**config.mk**
```make
export PLATFORM = sky130hd
export DESIGN_NAME = frodo_seq_ctrl
export DESIGN_NICKNAME = d
export VERILOG_FILES = /design/src/rtl/frodo_ctrl_pkg.sv /design/src/rtl/seq_addr_gen.sv /design/src/rtl/frodo_seq_ctrl.sv
export SDC_FILE = /design/constraint.sdc
export NUM_CORES = 1
export LEC_CHECK = 0
export BUFFER_PORTS_ARGS = -buffer_cell sky130_fd_sc_hd__buf_2
export CAP_MARGIN = 20
export CORE_UTILIZATION = 52
export DETAILED_ROUTE_END_ITERATION = 8
export PLACE_DENSITY = 0.74
export SLEW_MARGIN = 15
export SYNTH_ARGS = -nofsm -noshare
export SYNTH_HDL_FRONTEND = slang
export SYNTH_SLANG_ARGS = --single-unit
export TNS_END_PERCENT = 1
```
**constraint.sdc**
```tcl
create_clock -name clk -period 4.5 [get_ports clk]
set_input_delay 0.9 -clock clk [delete_from_list [all_inputs] [get_ports clk]]
set_output_delay 0.9 -clock clk [all_outputs]
set_load 0.01 [all_outputs]
```
**src/rtl/frodo_ctrl_pkg.sv**
```systemverilog
// Shared types and constants for the frodo sequencing controller.
// Instruction fields are packed MSB-first: opcode, idxA, idxB, idxC, n_inner, n_outer.
package frodo_ctrl_pkg;

    typedef enum logic [2:0] {
        ST_IDLE,
        ST_DECODE,
        ST_EXEC,
        ST_DRAIN,
        ST_DONE
    } state_t;

    localparam int OP_W          = 3;
    localparam int IDX_W         = 4;
    localparam int OUTER_W       = 4;
    localparam int DECODE_CYCLES = 4;

    localparam int OP_MODE = 0;
    localparam int OP_SIGN = 1;
    localparam int OP_WB   = 2;

    // Index slots counted up from n_inner: 0 = idxC, 1 = idxB, 2 = idxA.
    function automatic int idx_lsb(input int loop_w, input int slot);
        return OUTER_W + loop_w + slot * IDX_W;
    endfunction

    function automatic int opc_lsb(input int loop_w);
        return OUTER_W + loop_w + 3 * IDX_W;
    endfunction

endpackage

```
**src/rtl/seq_addr_gen.sv**
```systemverilog
// Two-level loop counters and operand/result address generation.
// Offsets wrap inside a bank; the bank bits of each base pass through untouched.
module seq_addr_gen
    import frodo_ctrl_pkg::*;
#(
    parameter  int ADDR_WIDTH = 12,
    parameter  int BANK_W     = 2,
    parameter  int LOOP_WIDTH = 8,
    localparam int AW         = BANK_W + ADDR_WIDTH
) (
    input  logic                  clk,
    input  logic                  rst,
    input  logic                  load,
    input  logic                  issue,
    input  logic [LOOP_WIDTH-1:0] n_inner,
    input  logic [OUTER_W-1:0]    n_outer,
    input  logic [AW-1:0]         base_a,
    input  logic [AW-1:0]         base_b,
    input  logic [AW-1:0]         base_d,
    output logic [AW-1:0]         rd_addr_a,
    output logic [AW-1:0]         rd_addr_b,
    output logic [AW-1:0]         wr_tag,
    output logic                  mac_clr,
    output logic                  row_last,
    output logic                  op_last
);

    logic [LOOP_WIDTH-1:0] i_q;
    logic [OUTER_W-1:0]    o_q;
    // Running o*n_inner+i, so the B address needs no multiplier.
    logic [ADDR_WIDTH-1:0] k_q;

    assign row_last = (i_q == n_inner - LOOP_WIDTH'(1));
    assign op_last  = row_last && (o_q == n_outer - OUTER_W'(1));
    assign mac_clr  = issue && (i_q == '0);

    assign rd_addr_a = {base_a[AW-1 -: BANK_W], base_a[ADDR_WIDTH-1:0] + ADDR_WIDTH'(i_q)};
    assign rd_addr_b = {base_b[AW-1 -: BANK_W], base_b[ADDR_WIDTH-1:0] + k_q};
    assign wr_tag    = {base_d[AW-1 -: BANK_W], base_d[ADDR_WIDTH-1:0] + ADDR_WIDTH'(o_q)};

    // NOTE: sequential state uses non-blocking assignments so every flop samples pre-edge values.
    always_ff @(posedge clk or posedge rst) begin
        if (rst) begin
            i_q <= '0;
            o_q <= '0;
            k_q <= '0;
        end else if (load) begin
            i_q <= '0;
            o_q <= '0;
            k_q <= '0;
        end else if (issue) begin
            k_q <= k_q + ADDR_WIDTH'(1);
            if (row_last) begin
                i_q <= '0;
                o_q <= o_q + OUTER_W'(1);
            end else begin
                i_q <= i_q + LOOP_WIDTH'(1);
            end
        end
    end

endmodule

```
**src/rtl/frodo_seq_ctrl.sv**
```systemverilog
// Instruction sequencer: descriptor fetch, outer x inner MAC issue with stall,
// and a fixed-latency write strobe into a bank-interleaved result memory.
module frodo_seq_ctrl
    import frodo_ctrl_pkg::*;
#(
    parameter  int ADDR_WIDTH = 12,
    parameter  int NUM_BANKS  = 4,
    parameter  int LOOP_WIDTH = 8,
    parameter  int PIPE_LAT   = 3,
    localparam int BANK_W     = $clog2(NUM_BANKS),
    localparam int INST_WIDTH = 19 + LOOP_WIDTH,
    localparam int AW         = BANK_W + ADDR_WIDTH
) (
    input  logic                  clk,
    input  logic                  rst,
    input  logic [INST_WIDTH-1:0] inst,
    input  logic                  inst_valid,
    output logic                  inst_ready,
    input  logic                  stall,
    output logic                  tbl_en,
    output logic [IDX_W-1:0]      tbl_addr,
    input  logic [AW-1:0]         tbl_data,
    output logic [AW-1:0]         rd_addr_a,
    output logic [AW-1:0]         rd_addr_b,
    output logic [AW-1:0]         wr_addr,
    output logic [NUM_BANKS-1:0]  wr_en,
    output logic                  mac_en,
    output logic                  mac_clr,
    output logic                  macs_mode,
    output logic                  macs_signal,
    output logic                  busy,
    output logic                  done,
    output logic                  err
);

    localparam int DCW = $clog2(DECODE_CYCLES);
    localparam int DRW = (PIPE_LAT > 1) ? $clog2(PIPE_LAT) : 1;

    state_t                state_q, state_d;
    logic [DCW-1:0]        dcnt_q;
    logic [DRW-1:0]        drain_q;
    logic [OP_W-1:0]       op_q;
    logic [LOOP_WIDTH-1:0] n_inner_q;
    logic [OUTER_W-1:0]    n_outer_q;
    logic [IDX_W-1:0]      idx_a_q, idx_b_q, idx_c_q;
    logic [AW-1:0]         base_a_q, base_b_q, base_d_q;
    logic                  err_q;

    logic                  accept, bad_inst, issue;
    logic                  row_last, op_last;
    logic [AW-1:0]         wr_tag;
    logic                  pipe_vld [PIPE_LAT];
    logic [AW-1:0]         pipe_tag [PIPE_LAT];

    logic [LOOP_WIDTH-1:0] f_inner;
    logic [OUTER_W-1:0]    f_outer;

    assign f_outer  = inst[OUTER_W-1:0];
    assign f_inner  = inst[OUTER_W +: LOOP_WIDTH];
    assign bad_inst = (f_inner == '0) || (f_outer == '0);
    assign accept   = inst_valid && (state_q == ST_IDLE);

    // NOTE: every combinational output gets a default first so no path infers a latch.
    always_comb begin
        state_d    = state_q;
        inst_ready = 1'b0;
        busy       = 1'b1;
        tbl_en     = 1'b0;
        tbl_addr   = '0;
        done       = 1'b0;
        issue      = 1'b0;
        case (state_q)
            ST_IDLE: begin
                inst_ready = 1'b1;
                busy       = 1'b0;
                if (inst_valid) state_d = bad_inst ? ST_DONE : ST_DECODE;
            end
            ST_DECODE: begin
                tbl_en = (dcnt_q != DCW'(DECODE_CYCLES - 1));
                case (dcnt_q)
                    DCW'(0): tbl_addr = idx_a_q;
                    DCW'(1): tbl_addr = idx_b_q;
                    DCW'(2): tbl_addr = idx_c_q;
                    default: tbl_addr = '0;
                endcase
                if (dcnt_q == DCW'(DECODE_CYCLES - 1)) state_d = ST_EXEC;
            end
            ST_EXEC: begin
                issue = !stall;
                if (issue && op_last) state_d = ST_DRAIN;
            end
            ST_DRAIN: begin
                if (drain_q == DRW'(PIPE_LAT - 1)) state_d = ST_DONE;
            end
            ST_DONE: begin
                done    = 1'b1;
                state_d = ST_IDLE;
            end
            default: state_d = ST_IDLE;
        endcase
    end

    always_ff @(posedge clk or posedge rst) begin
        if (rst) begin
            state_q   <= ST_IDLE;
            dcnt_q    <= '0;
            drain_q   <= '0;
            op_q      <= '0;
            n_inner_q <= '0;
            n_outer_q <= '0;
            idx_a_q   <= '0;
            idx_b_q   <= '0;
            idx_c_q   <= '0;
            base_a_q  <= '0;
            base_b_q  <= '0;
            base_d_q  <= '0;
            err_q     <= 1'b0;
        end else begin
            state_q <= state_d;
            dcnt_q  <= (state_q == ST_DECODE) ? dcnt_q + DCW'(1) : '0;
            drain_q <= (state_q == ST_DRAIN) ? drain_q + DRW'(1) : '0;
            if (accept) begin
                op_q      <= inst[opc_lsb(LOOP_WIDTH) +: OP_W];
                idx_a_q   <= inst[idx_lsb(LOOP_WIDTH, 2) +: IDX_W];
                idx_b_q   <= inst[idx_lsb(LOOP_WIDTH, 1) +: IDX_W];
                idx_c_q   <= inst[idx_lsb(LOOP_WIDTH, 0) +: IDX_W];
                n_inner_q <= f_inner;
                n_outer_q <= f_outer;
                err_q     <= bad_inst;
            end
            // Table data lags the request by one cycle.
            if (state_q == ST_DECODE) begin
                case (dcnt_q)
                    DCW'(1): base_a_q <= tbl_data;
                    DCW'(2): base_b_q <= tbl_data;
                    DCW'(3): base_d_q <= tbl_data ^ (AW'(1) << ADDR_WIDTH);
                    default: ;
                endcase
            end
        end
    end

    seq_addr_gen #(
        .ADDR_WIDTH (ADDR_WIDTH),
        .BANK_W     (BANK_W),
        .LOOP_WIDTH (LOOP_WIDTH)
    ) u_addr_gen (
        .clk       (clk),
        .rst       (rst),
        .load      (accept),
        .issue     (issue),
        .n_inner   (n_inner_q),
        .n_outer   (n_outer_q),
        .base_a    (base_a_q),
        .base_b    (base_b_q),
        .base_d    (base_d_q),
        .rd_addr_a (rd_addr_a),
        .rd_addr_b (rd_addr_b),
        .wr_tag    (wr_tag),
        .mac_clr   (mac_clr),
        .row_last  (row_last),
        .op_last   (op_last)
    );

    // NOTE: the write pipe is a handful of flops, so it is reset; that drops pending writes on rst.
    always_ff @(posedge clk or posedge rst) begin
        if (rst) begin
            for (int k = 0; k < PIPE_LAT; k++) begin
                pipe_vld[k] <= 1'b0;
                pipe_tag[k] <= '0;
            end
        end else begin
            pipe_vld[0] <= issue && row_last && op_q[OP_WB];
            pipe_tag[0] <= (issue && row_last && op_q[OP_WB]) ? wr_tag : '0;
            for (int k = 1; k < PIPE_LAT; k++) begin
                pipe_vld[k] <= pipe_vld[k-1];
                pipe_tag[k] <= pipe_tag[k-1];
            end
        end
    end

    always_comb begin
        wr_en = '0;
        if (pipe_vld[PIPE_LAT-1]) wr_en = NUM_BANKS'(1) << pipe_tag[PIPE_LAT-1][AW-1 -: BANK_W];
    end

    assign wr_addr     = pipe_tag[PIPE_LAT-1];
    assign mac_en      = issue;
    assign macs_mode   = op_q[OP_MODE];
    assign macs_signal = op_q[OP_SIGN];
    assign err         = done && err_q;

endmodule

```
== After elaboration in Yosys (flattened, before gate mapping) ==
Index checks and enable logic that the tools add are counted.

* Flip-flop bits (word level): 146
* Output and inout port bits: 59
* Word-level logic and storage cells: 95

* $add $sub $neg: 10
* Eq/ne operators: 15
* Shift operators: 1
* Muxes and demuxes: 25
* Bitwise logic cells: 1
* Reduce and logical (&&, ||, !) cells: 21

{| class="wikitable"
|+ Operators by type and width
! kind !! number
|-
| 2-to-1 mux 12 bit || 2
|-
| 2-to-1 mux 8 bit || 3
|-
| 2-to-1 mux 4 bit || 5
|-
| logical NOT 8 bit || 2
|-
| 2-to-1 mux 3 bit || 5
|-
| 2-to-1 mux 14 bit || 1
|-
| adder 12 x 1 -> 12 bit, second input constant || 1
|-
| adder 12 bit || 1
|-
| adder 12 x 4 -> 12 bit || 1
|-
| adder 12 x 8 -> 12 bit || 1
|-
| case mux 3 bit (4 select lines) || 1
|-
| case mux 4 bit (3 select lines) || 1
|-
| != test 2 bit, second input constant || 5
|-
| adder 8 x 1 -> 8 bit, second input constant || 1
|-
| == test 8 bit || 1
|-
| AND reduction 2 bit || 4
|-
| subtractor 8 x 1 -> 8 bit, second input constant || 1
|-
| logical AND 1 bit || 7
|-
| == test 2 bit, second input constant || 3
|-
| == test 3 x 2 -> 1 bit, second input constant || 2
|-
| 2-to-1 mux 1 bit || 5
|-
| adder 2 x 1 -> 2 bit, second input constant || 2
|-
| adder 4 x 1 -> 4 bit, second input constant || 1
|-
| == test 4 bit || 1
|-
| other kinds (14) || 16
|}

== Depth between registers and ports, before layout ==
Gate-level depths: netlist (run 1).

* Depth in word-level cells: 6
* Gate-level depth with buffers: 9
* Mapped depth without buffers: 9

== Hierarchy ==
A second synthesis (run 1) with hierarchy kept.

* Cells, all modules: 618
* Area total of the unflattened synthesis: 7,485.9 um2

{| class="wikitable"
|+ Modules (own cells, without submodules)
! module !! instances !! cells each !! area each (um2) !! sequential area each (um2)
|-
| frodo_seq_ctrl || 1 || 294 || 4,763.3 || 3,052.9
|-
| seq_addr_gen || 1 || 324 || 2,722.6 || 600.6
|}

== Worst setup path before layout (run 1) ==
No wires, ideal clock.

* Path kind: input -> output
* Start: in stall
* End: out mac_clr
* Data arrival time: 2,281 ps
* Required time: 3,600 ps
* Path slack: 1,319 ps
* Stages on the path: 6
* Cells stage by stage: or4b_1 buf_2 inv_2 buf_2 nand4_1 nor4_1

* Longest elaborated chain between the ends: 3

{| class="wikitable"
|+ Ends and longest elaborated chain
! element !! line !! RTL
|-
| start, declared || frodo_seq_ctrl.sv:19 || <nowiki>input logic stall,</nowiki>
|-
| logical NOT 1 bit || frodo_seq_ctrl.sv:89 || <nowiki>issue = !stall;</nowiki>
|-
| 2-to-1 mux 1 bit || frodo_seq_ctrl.sv:72 || <nowiki>case (state_q)</nowiki>
|-
| via mac_en || frodo_seq_ctrl.sv:27 || <nowiki>output logic mac_en,</nowiki>
|-
| logical AND 1 bit || seq_addr_gen.sv:35 || <nowiki>assign mac_clr = issue && (i_q == '0);</nowiki>
|-
| end, declared || frodo_seq_ctrl.sv:28 || <nowiki>output logic mac_clr,</nowiki>
|}

The timed path passes the listed nets, and every way through them passes these cells.

== Worst setup path after layout (run 1) ==
* Start: reg u_addr_gen.i_q[0]
* End: out rd_addr_a[10]

* Longest elaborated chain between the ends: 1

{| class="wikitable"
|+ Ends and longest elaborated chain
! element !! line !! RTL
|-
| start, declared || seq_addr_gen.sv:28 || <nowiki>logic [LOOP_WIDTH-1:0] i_q;</nowiki>
|-
| start signal, assigned || seq_addr_gen.sv:57 || <nowiki>i_q <= i_q + LOOP_WIDTH'(1);</nowiki>
|-
| adder 12 x 8 -> 12 bit || seq_addr_gen.sv:37 || <nowiki>assign rd_addr_a = {base_a[AW-1 -: BANK_W], base_a[ADDR_WIDTH-1:0] + ADDR_WIDTH'(i_q)};</nowiki>
|-
| end, declared || frodo_seq_ctrl.sv:23 || <nowiki>output logic [AW-1:0] rd_addr_a,</nowiki>
|}

No other way between the ends.

==> results.md, run 1 <==
* Fin. Hold Viols at 0
* Worst setup EP type: output pin
* Reg2reg setup slack at slightly below 2 ns
* Place WS at 1.059 ns
* CTS max path bufs at 2
* Max cap viols at 0
* Final count of pins violating max slew at 0
* Worst vdd ir at approximately 0.32 mV
* Vias in the first global route at between 5,000 and 6,000
* Worst Tran Pin Value at around 1.1 ns
* Skew-Pair Late Insertion Delay at 0.43 ns
* Die area at between 10,000 and 15,000 um^2
* Worst Skew at around 0.012 ns
* Worst Path Required at 3.60 ns
* Share of layout cells above drive strength 1 at approximately 25%
* Setup violators final at 0
* Share of the synthesized area in the top cell type at about half
* Clock group share of total power at between 20% and 30%
* RSZ-0062 raised after global routing: false
* Synth Register Bits at approximately 150
* GR Util All Layers at between 20% and 30%
* Port buffer count at approximately 100
* Syn-to-layout area delta at 16.15%
* Distinct cells, synth at slightly above 60
* Top_reg_cell synth: dfrtp_1
* Fillers at ~1,100
* Async SR Flop Fraction at between 90% and 100%
* DP Wirelength at roughly 11,000 um
* Vias at roughly 5,200
* Switching power at 0.001817 W
* Min-Delay Path Class: reg -> reg
* Syn Inst Count at 680
* Peak Freq at between 200 and 300 MHz
* Largest net degree at the start of global routing at ~110
* Post-layout util at between 60% and 70%
* Post-CTS Resized at 0
* CTS tree: built
* Initial Util at ~54%
* 1st-iter DRT viols at roughly 320
* Rows at between 40 and 50
* Cell area after synthesis at between 7000 and 8000 um^2
* Synth area leader: dfrtp_1
* Drt drc at 0
* Final setup TNS at 0 ns
* Slew HR at 24.72%
* Fin crit share at approximately 85%
* Post-CTS setup buffers at 0
* Net Count, Synth at between 700 and 800
* Synth warnings at 0
* CP max FO at 8
* Post-synth EDFFs at 0
* Logic pwr share at 33.4%
* N_diodes at 0
* Drt wl/cell at between 15 and 20 um
* Post-DRT Antenna Nets at 0
* CTS Hold Buffers Added at 0
* Lkg Pwr at between 4 and 5 nW
* RD Place Congestion at 0.9100
* Initial antenna violation count at 0
* Startpoint Class: flip-flop
* Clk sink count at 146
* Vias per Instance at 5.493
* Power, Total at between 0.005 and 0.006 W
* Most area-consuming cells after synthesis: dfrtp_1, mux2_2, ha_1
* Sequential share of power at a little under two fifths
* Avg Inst Size Synth at between 10 and 15 um^2
* Final setup margin at ~0.69 ns
* # nets final at between 800 and 900
* P_int at 0.003247 W
* CTS clock-pin slew for the worst setup and hold paths at approximately 0.060 ns
* Critical path class: reg -> out
* CP arrival at 2.91 ns
* Number of I/O pins at 104
* First-pass GRT wire length at 24,990 um
* Total iterations of the first detailed-routing run at 5
* DIE HEIGHT at 119.9 um
* CTS H-Tree Depth at 4
* Die span in x at 119.9 um
* Multi-input logic area at 3226 um^2
* Sequential standard cell area at roughly 3700 um^2
* Core Area at 13,400 um^2
* Design area at 8396 um^2
* Gr ovfl total at 0
* Total CTS buffers at 17
* Placed cell area at approximately 7800 um^2
* Clk root buf: clkbuf_16
* Post-synthesis sequential area ratio at about half
* PwrDens at slightly above 600 nW/um^2
* Post-Route WL at 15,120 um
* Final Critical Period at around 3.8 ns
* Sw Ratio at 35.88%
* Outcome: finished clean
cells by family (layout without fill, tap and decap cells):
logic type               count (synthesis)  in the layout  share of synthesized area (%)
AND/OR/NAND/NOR                        247            247                          16.77
flip-flops                             146            146                          50.55
XOR/XNOR                                51             51                          6.284
adder cells (fa/ha/maj)                 37             37                          6.716
buffers and inverters                   72            171                          4.829
multiplexers                            43             43                          6.630
AO/OA/AOI/OAI                           84             84                          8.222
final cells by class:
type	count	share of cell area, %
Timing Repair Buffer	108	6.885
Clock buffer	17	5.067
Multi-Input combinational cell	462	38.42
Inverter	31	1.431
Sequential cell	146	43.52
Clock inverter	15	2.057
Tap cell	176	2.623
critical path: stages (launching register included):
cell	delay, ns
dfrtp_1	0.49
ha_1	0.23
inv_1	0.06
fa_1	0.40
nor2b_1	0.12
o21ai_0	0.10
a21boi_0	0.33
o31ai_1	0.18
a211oi_1	0.28
xor2_1	0.16
buf_2	0.14
Yosys cell counts, types with 7 or more instances:
| master | instances |
|---|---|
| dfrtp_1 | 146 |
| nand2_1 | 111 |
| mux2_2 | 39 |
| ha_1 | 34 |
| inv_1 | 30 |
| nor2_1 | 30 |
| xnor2_1 | 26 |
| xor2_1 | 24 |
| and3_1 | 22 |
| a21oi_1 | 21 |
| o21ai_0 | 21 |
| buf_4 | 18 |
| nor3_1 | 14 |
| clkbuf_1 | 13 |
| buf_2 | 9 |
| nand3_1 | 9 |
| nand4_1 | 9 |
| nand2b_1 | 8 |
| a21o_1 | 7 |
| and2_1 | 7 |
| nor4_1 | 7 |
through the flow:
step / hold slack, ns / instances
floorplan: 0.3312 / 680
global placement: 0.3332 / 921
detailed placement: 0.3347 / 921
CTS: 0.3491 / 953
global route: 0.3555 / 955
finish: 0.3484 / 955
layout by cell type (no fill, tap or decap), types with 17 or more instances in the layout:
cell type	synthesis	final
inv_1	30	29
clkbuf_16	0	17
buf_2	9	103
a21oi_1	21	21
nor2_1	30	30
mux2_2	39	39
dfrtp_1	146	146
nand2_1	111	111
xor2_1	24	24
o21ai_0	21	21
and3_1	22	22
ha_1	34	34
xnor2_1	26	26
state kept, by name (all words and copies together), names as in the netlist, 2 cells and up:
signal / count
u_addr_gen.o_q: 4
op_q: 3
idx_c_q: 4
u_addr_gen.k_q: 12
base_a_q: 14
wr_addr: 14
drain_q: 2
u_addr_gen.i_q: 8
idx_a_q: 4
dcnt_q: 2
base_b_q: 14
base_d_q: 14
pipe_tag: 28
state_q: 3
n_outer_q: 4
idx_b_q: 4
pipe_vld: 3
n_inner_q: 8
worst paths after layout:
kind | to | cells after the start | from
setup / recovery | rd_addr_a[10] | 10 | u_addr_gen.i_q[0]$_DFFE_PP0P_
hold reg to reg | pipe_tag[16]$_DFF_PP0_ | 0 | pipe_tag[30]$_DFF_PP0_
max in group asynchronous | base_b_q[11]$_DFFE_PP0P_ | 3 | rst
hold / removal | pipe_tag[16]$_DFF_PP0_ | 0 | pipe_tag[30]$_DFF_PP0_
min in group asynchronous | idx_b_q[1]$_DFFE_PP0P_ | 2 | rst
setup reg to reg | u_addr_gen.o_q[1]$_DFFE_PP0P_ | 9 | n_inner_q[0]$_DFFE_PP0P_
power by group through the flow:
stage / Clock (W) / Sequential [W] / Combinational, W
floorplan: 0 / 0.00185 / 0.00130
finish: 0.00143 / 0.00194 / 0.00169
global placement: 0 / 0.00194 / 0.00162
CTS: 0.00145 / 0.00194 / 0.00170
global route: 0.00151 / 0.00199 / 0.00188
detailed placement: 0 / 0.00196 / 0.00168
per-layer routing:
layer | vias up | GRT usage, % | routed length [um]
met5 | - | 0 | 0
met2 | 169 | 37.72 | 7698
li1 | 2488 | - | -
met1 | 2561 | 28.10 | 6339
met3 | 28 | 4.800 | 741
met4 | 0 | 10.00 | 337
Power figures use the tool's default switching activity.
==> inputs of run 2 (changes only) <==
- clock period: 4.5 -> 3.2 ns (I/O delays scaled with it)
==> run 2 against run 1 <==
Effect of this change:
- flip-flop and latch count stayed put
- non-clock buffer count is 18 higher
- clock skew is 0.0047 ns lower
- core utilization is 1.6 points higher
- combinational power is 50% higher
- final area is 2.6% higher
- largest cell class unchanged
==> results.md, run 2 (synthesis results as in run 1) <==
* Max reg flops at 28 (unchanged)
* Die span in x at 119.9 um (unchanged)
* Place WS at 0.2097 ns (was 1.059 ns)
* Post-Route WL at 15,780 um (was 15,120 um)
* Largest net degree at the start of global routing at 57 (was 105)
* Largest Register: pipe_tag (unchanged)
* Rows at 42 (unchanged)
* Drt drc at 0 (unchanged)
* # nets final at 866 (was 848)
* Final Critical Period at 3.173 ns
* Worst setup EP type: output pin (unchanged)
* Core Area at 13,400 um^2 (unchanged)
* Port buffer count at 103 (unchanged)
* Vias per Instance at 5.511 (was 5.493)
* Worst vdd ir at 0.3860 mV (was 0.3226 mV)
* Startpoint Class: flip-flop (unchanged)
* Worst Tran Pin Value at 0.9815 ns (was 1.129 ns)
* Fin. Hold Viols at 0 (unchanged)
* Number of I/O pins at 104 (unchanged)
* CTS max path bufs at 2 (unchanged)
* Switching power at 0.002604 W (was 0.001817 W)
* Critical path class: reg -> out (unchanged)
* Most frequent cells in the layout: dfrtp_1, nand2_1, buf_2 (unchanged)
* PwrDens at 826.7 nW/um^2 (was 603.3 nW/um^2)
* GR Util All Layers at 23.15% (was 22.55%)
* Drt wl/cell at 16.22 um (was 15.83 um)
* Sw Ratio at 36.57% (was 35.88%)
* Share of layout cells above drive strength 1 at 28.86% (was 24.52%)
* DIE HEIGHT at 119.9 um (unchanged)
* Worst hold slack at 0.3080 ns (was 0.3484 ns)
* Reg2reg setup slack at 0.72 ns (was 1.94 ns)
* Vias at 5,362 (was 5,246)
* Clock group share of total power at 26.1% (was 28.2%)
* N_diodes at 0 (unchanged)
* Outcome: finished clean (unchanged)
* Clk sink count at 146 (unchanged)
* Vias in the first global route at 5,403 (was 5,119)
* Slew HR at 34.41% (was 24.72%)
* Gr ovfl total at 0 (unchanged)
* Worst Skew at 0.006825 ns (was 0.01152 ns)
* CTS clock-pin slew for the worst setup and hold paths at 0.06 ns (about the same)
* Total CTS buffers at 17 (unchanged)
* Total iterations of the first detailed-routing run at 4 (was 5)
* Die area at 14,380 um^2 (unchanged)
* Setup violators final at 0 (unchanged)
* CTS H-Tree Depth at 4 (unchanged)
* RD Place Congestion at 0.9163 (was 0.9100)
* CP max FO at 2 (was 8)
* Initial antenna violation count at 0 (unchanged)
* Min-Delay Path Class: in -> async (was reg -> reg)
* Logic pwr share at 35.6% (was 33.4%)
* Lkg Pwr at 4.333 nW (was 4.283 nW)
* Peak Freq at 315.1 MHz
* Worst Path Required at 2.56 ns (was 3.60 ns)
* 1st-iter DRT viols at 338 (was 322)
* Clk root buf: clkbuf_16 (unchanged)
* CP arrival at 2.53 ns (was 2.91 ns)
* Post-DRT Antenna Nets at 0 (unchanged)
* Fin crit share at between 90% and 100%
* Final setup margin at 0.02657 ns (was 0.6891 ns)
* Skew-Pair Late Insertion Delay at 0.42 ns (was 0.43 ns)
* Max cap viols at 0 (unchanged)
* Sequential share of power at 38.3% (was 38.4%)
* CTS tree: built (unchanged)
* RSZ-0062 raised after global routing: true (was false)
* Syn-to-layout area delta at 19.18% (was 16.15%)
* Most common cell after layout, fill and taps aside: dfrtp_1 (unchanged)
* Power, Total at 0.007122 W (was 0.005065 W)
* P_int at 0.004517 W (was 0.003247 W)
* First-pass GRT wire length at 26,010 um (was 24,990 um)
* Final count of pins violating max slew at 0 (unchanged)
* Initial Util at 53.94% (unchanged)
* DP Wirelength at 11,210 um (was 10,770 um)
[run 2: final cells by class]
class                   count  area (um^2)
fillers                  1054         4786
flip-flops and latches    146         3662
multi-input cells         462         3341
repair buffers            126        713.2
clock buffers              19        442.9
well taps                 176        220.2
inverters                  31        120.1
clock inverters            13        115.1
[run 2: routing by layer]
metal | wire, um | share of wire [%] | vias to the layer above | GRT usage, %
li1 | - | - | 2525 | -
met5 | 0 | 0 | - | 0
met1 | 6559 | 42 | 2648 | 29.14
met2 | 8186 | 52 | 161 | 39.51
met4 | 297 | 1.9 | 0 | 8.672
met3 | 740 | 4.7 | 28 | 4.373
[run 2: through the flow]
step           TNS (ns)  std cells  util [%]  area [um^2]
2_1_floorplan         0        680         -         7232
3_3_place_gp          0        931     58.64         7858
3_5_place_dp          0        931     58.64         7858
4_1_cts        -0.01083        965     63.44         8501
5_1_grt        -0.07894        973     64.29         8615
6_report              0        973     64.29         8615
[run 2: final timing paths]
path	start	end	cells after the start
max in group asynchronous	rst	n_inner_q[1]$_DFFE_PP0P_	3
worst max register to register	n_inner_q[0]$_DFFE_PP0P_	u_addr_gen.o_q[1]$_DFFE_PP0P_	9
worst min-delay path	rst	op_q[2]$_DFFE_PP0P_	2
worst min register to register	pipe_tag[14]$_DFF_PP0_	wr_addr[0]$_DFF_PP0_	0
min in group clk	pipe_tag[14]$_DFF_PP0_	wr_addr[0]$_DFF_PP0_	0
worst max-delay path	base_b_q[1]$_DFFE_PP0P_	rd_addr_b[11]	8
[run 2: what timing repair did]
item / CTS / global route
endpoints found under the setup margin: 5 / 7
pin swaps: 5 / 9
resized for setup: 14 / 16
setup buffers: 2 / 8
hold buffers: 0 / 0
[run 2: worst max-delay path: stages, from the launching register on]
cell	delay, ns
dfrtp_1	0.39
ha_1	0.30
a21o_1	0.20
a21oi_2	0.20
o21ai_1	0.10
a41o_1	0.27
or4_1	0.39
and3_1	0.15
buf_2	0.13
[run 2: power groups by stage]
stage               Clock, W  Sequential, W  Combinational [W]
CTS                  0.00189        0.00273            0.00248
floorplan                  0        0.00261            0.00183
global placement           0        0.00271            0.00233
detailed placement         0        0.00274            0.00242
finish               0.00186        0.00273            0.00253
global route         0.00196        0.00280            0.00282
==> inputs of run 3 (changes only) <==
- SETUP_SLACK_MARGIN: unset -> 0.2
==> run 3 against run 2 <==
Effect of this change:
- worst hold slack about the same
- count of clock-buffer cells in the layout unchanged
- first-iteration DRC count increased by 0.59%
- critical path depth decreased by 1
- critical path type unchanged
- highest routed layer unchanged
==> results.md, run 3 (synthesis results as in run 1) <==
* Core Area at 13,400 um^2 (unchanged)
* Worst Path Required at 2.56 ns (about the same)
* Peak Freq at 317.5 MHz (was 315.1 MHz)
* DIE HEIGHT at 119.9 um (unchanged)
* CP arrival at 2.51 ns (was 2.53 ns)
* N_diodes at 0 (unchanged)
* First-pass GRT wire length at 26,200 um (was 26,010 um)
* Post-Route WL at 15,690 um (was 15,780 um)
* RD Place Congestion at 0.9163 (unchanged)
* DP Wirelength at 11,210 um (unchanged)
* CTS tree: built (unchanged)
* Critical-path cell list: ha_4 > a2111oi_4 > o21ai_2 > a41o_1 > or4_1 > and3_1 > buf_2 (was ha_1 > a21o_1 > a21oi_2 > o21ai_1 > a41o_1 > or4_1 > and3_1 > buf_2)
* Sequential share of power at 38.2% (was 38.3%)
* Max cap viols at 0 (unchanged)
* Initial antenna violation count at 0 (unchanged)
* Die area at 14,380 um^2 (unchanged)
* Sw Ratio at 36.67% (was 36.57%)
* Critical path class: reg -> out (unchanged)
* CP max FO at 3 (was 2)
* Fin crit share at 98.44% (was 99.17%)
* Fin. Hold Viols at 0 (unchanged)
* Power, Total at 0.007135 W (was 0.007122 W)
* Logic pwr share at 35.8% (was 35.6%)
* Clk sink count at 146 (unchanged)
* Total iterations of the first detailed-routing run at 5 (was 4)
* Slew HR at 34.79% (was 34.41%)
* Vias at 5,337 (was 5,362)
* Crit path from: u_addr_gen.k_q[6]$_DFFE_PP0P_ (was base_b_q[1]$_DFFE_PP0P_)
* Cells after DPL at 931 (unchanged)
* CTS max path bufs at 2 (unchanged)
* Switching power at 0.002616 W (was 0.002604 W)
* Rows at 42 (unchanged)
* Max reg flops at 28 (unchanged)
* Die span in x at 119.9 um (unchanged)
* Drt wl/cell at 16.17 um (was 16.22 um)
* Post-DRT Antenna Nets at 0 (unchanged)
* Worst vdd ir at 0.3722 mV (was 0.3860 mV)
* Skew-Pair Late Insertion Delay at 0.42 ns (about the same)
* WP buf/inv at 1 (unchanged)
* Initial Util at 53.94% (unchanged)
* Startpoint Class: flip-flop (unchanged)
* Syn-to-layout area delta at 19.37% (was 19.18%)
* Finished Layout Cells at 970 (was 973)
* Share of layout cells above drive strength 1 at 29.72% (was 28.86%)
* Worst setup EP type: output pin (unchanged)
* Total CTS buffers at 17 (unchanged)
* Worst r2r src: n_inner_q[0]$_DFFE_PP0P_ (unchanged)
* Worst hold slack at 0.3082 ns (was 0.3080 ns)
* Number of I/O pins at 104 (unchanged)
* GR Util All Layers at 23.33% (was 23.15%)
* Final count of pins violating max slew at 0 (unchanged)
* RSZ-0062 raised after global routing: true (unchanged)
* Most frequent cells in the layout: dfrtp_1, nand2_1, buf_2 (unchanged)
* Most common cell after layout, fill and taps aside: dfrtp_1 (unchanged)
* Fillers at 1,050 (was 1,054)
* CTS clock-pin slew for the worst setup and hold paths at 0.06 ns (about the same)
* Outcome: finished clean (unchanged)
* Slowest Stage Delay on Critical Path at 0.44 ns (was 0.39 ns)
* 1st-iter DRT viols at 340 (was 338)
* Gr ovfl total at 0 (unchanged)
* Clk root buf: clkbuf_16 (unchanged)
* Final Critical Period at 3.150 ns (was 3.173 ns)
* Largest Register: pipe_tag (unchanged)
* # nets final at 863 (was 866)
* Largest net degree at the start of global routing at 57 (unchanged)
* Clock group share of total power at 26.1% (about the same)
* Worst Skew at 0.007317 ns (was 0.006825 ns)
* Worst Tran Pin Value at 0.9757 ns (was 0.9815 ns)
* CTS H-Tree Depth at 4 (unchanged)
* Vias per Instance at 5.502 (was 5.511)
* Port buffer count at 103 (unchanged)
* Setup violators final at 0 (unchanged)
* Delay-heaviest family, CP: compound AO/OA/AOI/OAI gates (unchanged)
* CTS Hold Buffers Added at 0 (unchanged)
* P_int at 0.004519 W (was 0.004517 W)
* Lkg Pwr at 4.324 nW (was 4.333 nW)
* Drt drc at 0 (unchanged)
* Vias in the first global route at 5,458 (was 5,403)
* Slowest library cell on the worst path: dfrtp_2 (was dfrtp_1)
* Min-Delay Path Class: in -> async (unchanged)
* PwrDens at 826.9 nW/um^2 (was 826.7 nW/um^2)
[run 3: changes by cell type in the layout (fill, tap and decap cells not counted), sizes merged]
cell / delta
buf: -3
[run 3: routing by layer]
metal	vias to the layer above	share of wire (%)	GRT usage (%)	routed length, um
met2	159	52	39.76	8109
met5	-	0	0	0
met4	0	1.9	9.219	301
met3	33	4.6	4.563	715
met1	2633	42	29.14	6559
li1	2512	-	-	-
[run 3: final cells by class]
type / count / area (um^2) / area share, %
Clock buffer: 19 / 442.9 / 5.133
Multi-Input combinational cell: 462 / 3376 / 39.12
Inverter: 31 / 120.1 / 1.392
Tap cell: 176 / 220.2 / 2.552
Clock inverter: 13 / 115.1 / 1.334
Timing Repair Buffer: 123 / 690.7 / 8.005
Sequential cell: 146 / 3664 / 42.46
[run 3: what timing repair did]
action / CTS / global route
buffers inserted: 6 / 1
pin swaps: 12 / 16
setup endpoints to repair: 11 / 11
resized for setup: 23 / 19
[run 3: power groups by stage]
stage | Combinational [W] | Sequential (W) | Clock, W
floorplan | 0.00183 | 0.00261 | 0
global placement | 0.00233 | 0.00271 | 0
detailed placement | 0.00242 | 0.00274 | 0
CTS | 0.00253 | 0.00272 | 0.00189
global route | 0.00283 | 0.00280 | 0.00196
finish | 0.00255 | 0.00272 | 0.00186
[run 3: stage by stage]
stage	worst slack (ns)	instance area (um^2)	utilization, %	setup TNS, ns
floorplan	0.4394	7232	-	0
global placement	0.3024	7858	58.64	0
detailed placement	0.2097	7858	58.64	0
CTS	0.06357	8569	63.95	0
global route	-0.03249	8628	64.39	-0.03249
finish	0.05002	8628	64.39	0
[run 3: worst reg2reg max path: stages (launching register included)]
cell and delay, ns:
dfrtp_1 0.43, inv_1 0.10, ha_1 0.19, nor2b_2 0.23, or2b_1 0.26, a211oi_2 0.31
o211ai_4 0.19, nor2_1 0.23, buf_4 0.25, mux2i_1 0.21
[run 3: final timing paths]
kind                                            endpoint  slack (ns)  cells after the start
max in group asynchronous       n_inner_q[1]$_DFFE_PP0P_        2.20                      3
min in group clk                    wr_addr[0]$_DFF_PP0_        0.35                      0
min                                  op_q[2]$_DFFE_PP0P_        0.31                      2
max                                        rd_addr_b[11]        0.05                      7
max reg2reg                u_addr_gen.o_q[1]$_DFFE_PP0P_        0.73                      9
min reg2reg                         wr_addr[0]$_DFF_PP0_        0.35                      0
